[config.mk]
export PLATFORM = sky130hd
export DESIGN_NAME = dac_rx
export DESIGN_NICKNAME = d
export VERILOG_FILES = /design/src/rtl/dac_rx.sv
export SDC_FILE = /design/constraint.sdc
export NUM_CORES = 1
export LEC_CHECK = 0
export CORE_MARGIN = 3
export CORE_UTILIZATION = 50
export CTS_CLUSTER_DIAMETER = 30
export DETAILED_ROUTE_END_ITERATION = 8
export GPL_ROUTABILITY_DRIVEN = 0
export GPL_TIMING_DRIVEN = 0
export PLACE_DENSITY_LB_ADDON = 0.08
export SLEW_MARGIN = 10
export SYNTH_ARGS = -nofsm -noshare
export SYNTH_HDL_FRONTEND = slang
export SYNTH_SLANG_ARGS = --single-unit
[constraint.sdc]
create_clock -name clk -period 3.1 [get_ports clk]
set_clock_uncertainty 0.05 [all_clocks]
set_input_delay 0.62 -clock clk [delete_from_list [all_inputs] [get_ports clk]]
set_output_delay 0.62 -clock clk [all_outputs]
set_load 0.1 [all_outputs]
[src/rtl/dac_rx.sv]
// Loopback monitor for the DAC serial pins: synchronizes sclk/cs_n/sin and rebuilds each word.
// Flags short or overrun frames and counts good frames per 1pps interval.
//
// state    | meaning
// ST_IDLE  | waiting for a cs_n falling edge with rx_ena high
// ST_SHIFT | inside a frame, shifting sin on each sclk rising edge
module dac_rx #(
   parameter int BITS  = 16,
   parameter int CNT_W = 16
) (
   input  logic             clk,
   input  logic             rst_n,
   input  logic             rx_ena,
   input  logic             tsc_1pps,
   input  logic             dac_sclk,
   input  logic             dac_cs_n,
   input  logic             dac_sin,
   output logic [BITS-1:0]  rx_val,
   output logic             rx_valid,
   output logic             rx_err,
   output logic             rx_busy,
   output logic [CNT_W-1:0] rx_fps
);

   localparam int BC_W = $clog2(BITS + 2);
   localparam logic [BC_W-1:0]  BC_FULL = BC_W'(BITS);
   localparam logic [BC_W-1:0]  BC_SAT  = BC_W'(BITS + 1);
   localparam logic [CNT_W-1:0] CNT_MAX = '1;

   typedef enum logic {ST_IDLE, ST_SHIFT} state_t;

   // [0] and [1] form the synchronizer, [2] is the history flop
   logic [2:0] sclk_q;
   logic [2:0] cs_q;
   logic [1:0] sin_q;
   logic       sin_bit_q;

   logic sclk_rise_d, cs_fall_d, cs_rise_d;
   logic sclk_rise_q, cs_fall_q, cs_rise_q;

   state_t           state_q;
   logic [BC_W-1:0]  bit_cnt_q;
   logic [BITS-1:0]  shift_q;
   logic [BITS-1:0]  rx_val_q;
   logic             rx_valid_q;
   logic             rx_err_q;
   logic             rx_busy_q;
   logic [CNT_W-1:0] fcnt_q;
   logic [CNT_W-1:0] fcnt_inc_d;
   logic [CNT_W-1:0] rx_fps_q;

   assign sclk_rise_d = sclk_q[1] & ~sclk_q[2];
   assign cs_fall_d   = ~cs_q[1] & cs_q[2];
   assign cs_rise_d   = cs_q[1] & ~cs_q[2];

   always_ff @(posedge clk or negedge rst_n) begin
      if (!rst_n) begin
         sclk_q      <= 3'b111;
         cs_q        <= 3'b111;
         sin_q       <= 2'b11;
         sin_bit_q   <= 1'b1;
         sclk_rise_q <= 1'b0;
         cs_fall_q   <= 1'b0;
         cs_rise_q   <= 1'b0;
      end else begin
         sclk_q      <= {sclk_q[1:0], dac_sclk};
         cs_q        <= {cs_q[1:0], dac_cs_n};
         sin_q       <= {sin_q[0], dac_sin};
         // data is registered alongside the edge pulse so both stay aligned
         sin_bit_q   <= sin_q[1];
         sclk_rise_q <= sclk_rise_d;
         cs_fall_q   <= cs_fall_d;
         cs_rise_q   <= cs_rise_d;
      end
   end

   always_ff @(posedge clk or negedge rst_n) begin
      if (!rst_n) begin
         state_q    <= ST_IDLE;
         bit_cnt_q  <= '0;
         shift_q    <= '0;
         rx_val_q   <= '0;
         rx_valid_q <= 1'b0;
         rx_err_q   <= 1'b0;
         rx_busy_q  <= 1'b0;
      end else begin
         rx_valid_q <= 1'b0;
         rx_err_q   <= 1'b0;
         case (state_q)
            ST_IDLE: begin
               if (rx_ena && cs_fall_q) begin
                  state_q   <= ST_SHIFT;
                  bit_cnt_q <= '0;
                  shift_q   <= '0;
                  rx_busy_q <= 1'b1;
               end
            end
            ST_SHIFT: begin
               if (!rx_ena) begin
                  state_q   <= ST_IDLE;
                  rx_busy_q <= 1'b0;
               end else if (cs_rise_q) begin
                  // a coincident sclk edge is dropped; judge on the count so far
                  state_q   <= ST_IDLE;
                  rx_busy_q <= 1'b0;
                  if (bit_cnt_q == BC_FULL) begin
                     rx_val_q   <= shift_q;
                     rx_valid_q <= 1'b1;
                  end else begin
                     rx_err_q <= 1'b1;
                  end
               end else if (sclk_rise_q) begin
                  shift_q <= {shift_q[BITS-2:0], sin_bit_q};
                  if (bit_cnt_q != BC_SAT) begin
                     bit_cnt_q <= bit_cnt_q + 1'b1;
                  end
               end
            end
            default: begin
               state_q   <= ST_IDLE;
               rx_busy_q <= 1'b0;
            end
         endcase
      end
   end

   assign fcnt_inc_d = (fcnt_q == CNT_MAX) ? fcnt_q : fcnt_q + 1'b1;

   always_ff @(posedge clk or negedge rst_n) begin
      if (!rst_n) begin
         fcnt_q   <= '0;
         rx_fps_q <= '0;
      end else if (tsc_1pps) begin
         rx_fps_q <= rx_valid_q ? fcnt_inc_d : fcnt_q;
         fcnt_q   <= '0;
      end else if (rx_valid_q) begin
         fcnt_q <= fcnt_inc_d;
      end
   end

   assign rx_val   = rx_val_q;
   assign rx_valid = rx_valid_q;
   assign rx_err   = rx_err_q;
   assign rx_busy  = rx_busy_q;
   assign rx_fps   = rx_fps_q;

endmodule

Yosys cells after proc, flatten, opt, wreduce, memory -nomap -nowiden
Cells that the tools add are included.

Register bits: 85. Output and inout port bits: 35.

Add/subtract/negate cells: 2. Eq/ne operators: 9. Muxes and demuxes: 30. Bitwise operators: 7. Reduce and logical (&&, ||, !) cells: 5.

Operator list (count): 16-bit 2-to-1 mux (7); 16-bit one-hot mux with 2 select lines (1); 5-bit 2-to-1 mux (5); 16-bit by 1-bit adder with 16-bit output, second input constant (1); 16-bit == test, second input constant (1); 1-bit 2-to-1 mux (14); 5-bit one-hot mux with 2 select lines (1); 2-bit inequality test, second input constant (4); 4-bit AND reduction (2); 5-bit by 1-bit adder with 5-bit output, second input constant (1); 5-bit == test, second input constant (1); 5-bit inequality test, second input constant (1); 5-bit AND reduction (1); 1-bit inverter (4); 1-bit one-hot mux with 2 select lines (2); 1-bit AND (3); 3-bit inequality test, second input constant (1); 2-bit by 1-bit inequality test with 1-bit output, second input constant (1); 2-bit AND reduction (1); 1-bit logical AND (1).

Longest topological paths before layout
Gate-level depths: netlist of run 1.

Word-level depth: 6. Depth in mapped cells: 7.

Least setup slack after synthesis of run 1
Ideal clock, no wire load.

Kind: flip-flop to flip-flop. Start: reg rx_valid_q (netlist: rx_valid). End: reg rx_fps_q[9] (netlist: rx_fps[9]). Library setup time: 0.082 ns. Arrival time: 2.305 ns. Data required time: 2.968 ns. Setup slack: 0.663 ns. Cell stages (with the launch flop): 7. Path through: dfrtp_1 > clkbuf_2 > nand2_1 > or2_0 > clkbuf_1 > or4_1 > a31oi_1.

Cells in the longest elaborated chain, start to end: 1.

RTL lines: start: declaration (line 45) `logic rx_valid_q;`; start signal: assignment (line 83) `rx_valid_q <= 1'b0;`; start signal: assignment (line 87) `rx_valid_q <= 1'b0;`; start signal: assignment (line 108) `rx_valid_q <= 1'b1;`; 16-bit 2-to-1 mux (line 134) `rx_fps_q <= rx_valid_q ? fcnt_inc_d : fcnt_q;`; end signal: assignment (line 134); end: declaration (line 50) `logic [CNT_W-1:0] rx_fps_q;`.

No other way between the ends. A chain may end at the register's enable or synchronous reset.

Final worst setup path of run 1
Start: reg rx_busy_q (netlist: rx_busy). End: out rx_busy.

RTL lines: start: declaration (line 47) `logic rx_busy_q;`; start signal: assignment (line 85) `rx_busy_q <= 1'b0;`; start signal: assignment (line 95) `rx_busy_q <= 1'b1;`; start signal: assignment (line 101) `rx_busy_q <= 1'b0;`; end: declaration (line 21) `output logic rx_busy,`.

No word-level cell between the ends.

==> metrics.yaml, run 1 <==
status:
  outcome: "finished clean"
worst_setup_path:
  worst_ep_arrival_time_ns: 1.88
  cp-start-kind: "flop"
  cp_top_family: "buffers and inverters"
  crit_slowest_cell: "clkdlybuf4s50_1"
  crit_chain: "clkdlybuf4s50_1"
  end_kind: "primary output"
  worstSetupPathType: "reg -> out"
  timing.critical_path.buf_inv: 1
  slowest_delay_ns: 1.15
  crit_fanout: 3
  crit_required_ns: 2.43
detailed_routing:
  via_count: 2480
  drc: 0
  drt_iter0_drc: 130
  viasPerCell: 5.299
  wire_per_inst_um: 14.09
  drt-pass1-iter-count: 4
  wirelength_um: 6596
  ant_nets: 0
power_and_ir_drop:
  p_leak_uw: 0.001879
  ir_drop_uv: 292.8
  power_density_nw_per_um2: 507.8
placement:
  dp_worst_setup_slack_ns: 0.8046
  dpl.hpwl_um: 4509
  place_area_um2: 4099
  io_buffers: 40
synthesis:
  synth_area_leaders: "dfrtp_1 54%, dfstp_2 6.7%, nand2_1 5.3%, mux2_4 3.8%, o21ai_0 3.7%"
  ys.flop_type: "dfrtp_1"
  synth_area_leader_cell: "dfrtp_1"
  synth_cells: 315
  ys_ff_latch: 85
  yosysWarnings: 0
  synthesis.area_um2: 3553
  yosysSeqAreaShare: 0.6018
  synth_nets: 326
  yosysTopAreaCellShare: 0.5352
  async_reset_ff_frac: 1.000
  synth.distinct_cells: 46
  synth-edff-count: 0
  syn-mean-instance-area_um2: 11.28
global_route:
  grt_overflow: 0
  grt_max_degree: 55
  antenna_found_initial: 0
  grt_pass1_vias: 2512
  grt_pass1_wl_um: 11950
  track_usage: 0.1799
clock_network:
  htree_levels: 3
  cts_resized: 0
  clk_pin_slew_ns: 0.09
  clock_latency_ns: 0.35
  ctsHoldBuffers: 0
  postCtsSetupBuffers: 0
  cts_tree: "built"
  cts_root_buf: "clkbuf_8"
  cts_buffer_depth: 2
  cts_buffers: 9
  clkSinkCount: 85
sta:
  relSlewSlack: 0.3455
  period_needed_ns: 2.549
  hold_viol_final: 0
  tightestPinTransition_ns: 0.9786
  max_freq_mhz: 392.3
  drv_slew: 0
  fin_crit_sh: 0.8223
  postLayoutSetupSlackWorst_ns: 0.5509
  whs_ns: 0.1604
  final-setup-viol-count: 0
  rsz0062_at_grt: "no"
floorplanning:
  initial_core_util: 0.5201
  dieArea_um2: 8154
  num_rows: 30
  dieWidth_um: 90.30
  die_y_um: 90.30
  ios: 42
  core_region_area_um2: 6832
final_layout:
  layout.nets: 378
  design_area_um2: 4308
  utilization: 0.6306
  diodes: 0
  layout_commonest_cell: "dfrtp_1"
  fillers: 609
  most-common-layout-cells: "76 x dfrtp_1, 50 x nand2_1, 39 x clkdlybuf4s50_1"
  drive_gt1_frac: 0.1344
  syn_to_final_growth_pct: 21.23
worst_hold_path:
  hold_path_class: "in -> async"
job:
  cap_violations: 0
kinds of logic (layout without fill, tap and decap cells):
logic type | count (synthesis) | in the layout | share of synthesized area
AOI/OAI and AO/OA | 65 | 65 | 0.1158
xor gates and xnor gates | 6 | 6 | 0.01479
adders and majority gates | 4 | 4 | 0.01409
buffers and inverters | 22 | 79 | 0.03028
DFF | 85 | 85 | 0.6018
muxes | 19 | 19 | 0.06866
and+or+nand+nor | 114 | 114 | 0.1546
sequential cells by signal, indices dropped and copies added (netlist names), 2 cells and up:
register,cells
bit_cnt_q,5
cs_q,3
fcnt_q,16
rx_fps,16
rx_val,16
sclk_q,3
shift_q,16
sin_q,2
final cells by class:
type | count | area (µm²) | share of cell area
Sequential cell | 85 | 2138 | 0.4964
Multi-Input combinational cell | 208 | 1308 | 0.3035
Timing Repair Buffer | 41 | 425.4 | 0.09875
Clock buffer | 11 | 151.4 | 0.03514
Tap cell | 96 | 120.1 | 0.02788
Buffer | 15 | 81.33 | 0.01888
Clock inverter | 5 | 57.56 | 0.01336
Inverter | 7 | 26.28 | 0.006099
path summary, 6_finish.rpt:
check | start | to | slack, ns | depth (start not counted)
worst max-delay path | rx_busy$_DFFE_PN0P_ | rx_busy | 0.55 | 1
worst min-delay path | rst_n | rx_val[11]$_DFFE_PN0P_ | 0.16 | 1
worst max register to register | bit_cnt_q[2]$_DFFE_PN0P_ | rx_val[9]$_DFFE_PN0P_ | 1.10 | 5
worst min register to register | sin_q[1]$_DFF_PN1_ | sin_bit_q$_DFF_PN1_ | 0.30 | 0
max in group asynchronous | rst_n | sin_q[1]$_DFF_PN1_ | 2.19 | 2
min in group clk | sin_q[1]$_DFF_PN1_ | sin_bit_q$_DFF_PN1_ | 0.30 | 0
routing by layer:
metal,vias to the layer above,routed length [µm],GRT usage
li1,1209,-,-
met1,1208,3105,0.2428
met2,52,3171,0.2881
met3,11,199,0.02833
met4,0,119,0.08163
met5,-,0,0
Yosys cell counts (all sizes together) (4+ instances only):
master,instances
nor2b,4
mux2,16
or3,4
xor2,5
or4,4
a31oi,7
inv,6
nand2,50
dfrtp,76
o21ai,27
nand3,7
nand4,6
a21oi,14
dfstp,9
ha,4
o31ai,6
nor2,24
clkbuf,13
power breakdown:
group | internal [µW] | leakage, µW | switching, µW | total (µW)
clock | 418 | 0.000110 | 397 | 816
combinational | 49.3 | 0.000637 | 167 | 216
sequential | 1140 | 0.00113 | 17.0 | 1160
total | 1610 | 0.00188 | 581 | 2190
through the flow:
step | TNS [ns] | std cells | power (µW)
after floorplan | 0 | 315 | 1317
after global placement | -129.80 | 451 | 1389
after detailed placement | 0 | 452 | 1396
after CTS | 0 | 468 | 2209
after global routing | 0 | 468 | 2273
final | 0 | 468 | 2188
No activity file was read; power rests on OpenSTA's default activity.
==> inputs of run 2 (changes only) <==
==> constraint.sdc (replaced) <==
create_clock -name clk -period 2.6 [get_ports clk]
set_clock_uncertainty 0.05 [all_clocks]
set_input_delay 0.52 -clock clk [delete_from_list [all_inputs] [get_ports clk]]
set_output_delay 0.52 -clock clk [all_outputs]
set_load 0.1 [all_outputs]
==> results of run 2 <==
Same layout as run 1 (identical final DEF). Status: finished clean.
Among the figures that moved: setup slack after placement 0.8046 ns -> 0.4046 ns; setup slack after layout 0.5509 ns -> 0.1509 ns; hold slack 0.1604 ns -> 0.06038 ns; register-to-register setup slack 1.10 ns -> 0.60 ns; total power 2188 µW -> 2608 µW; worst IR drop on VDD 292.8 µV -> 349.1 µV
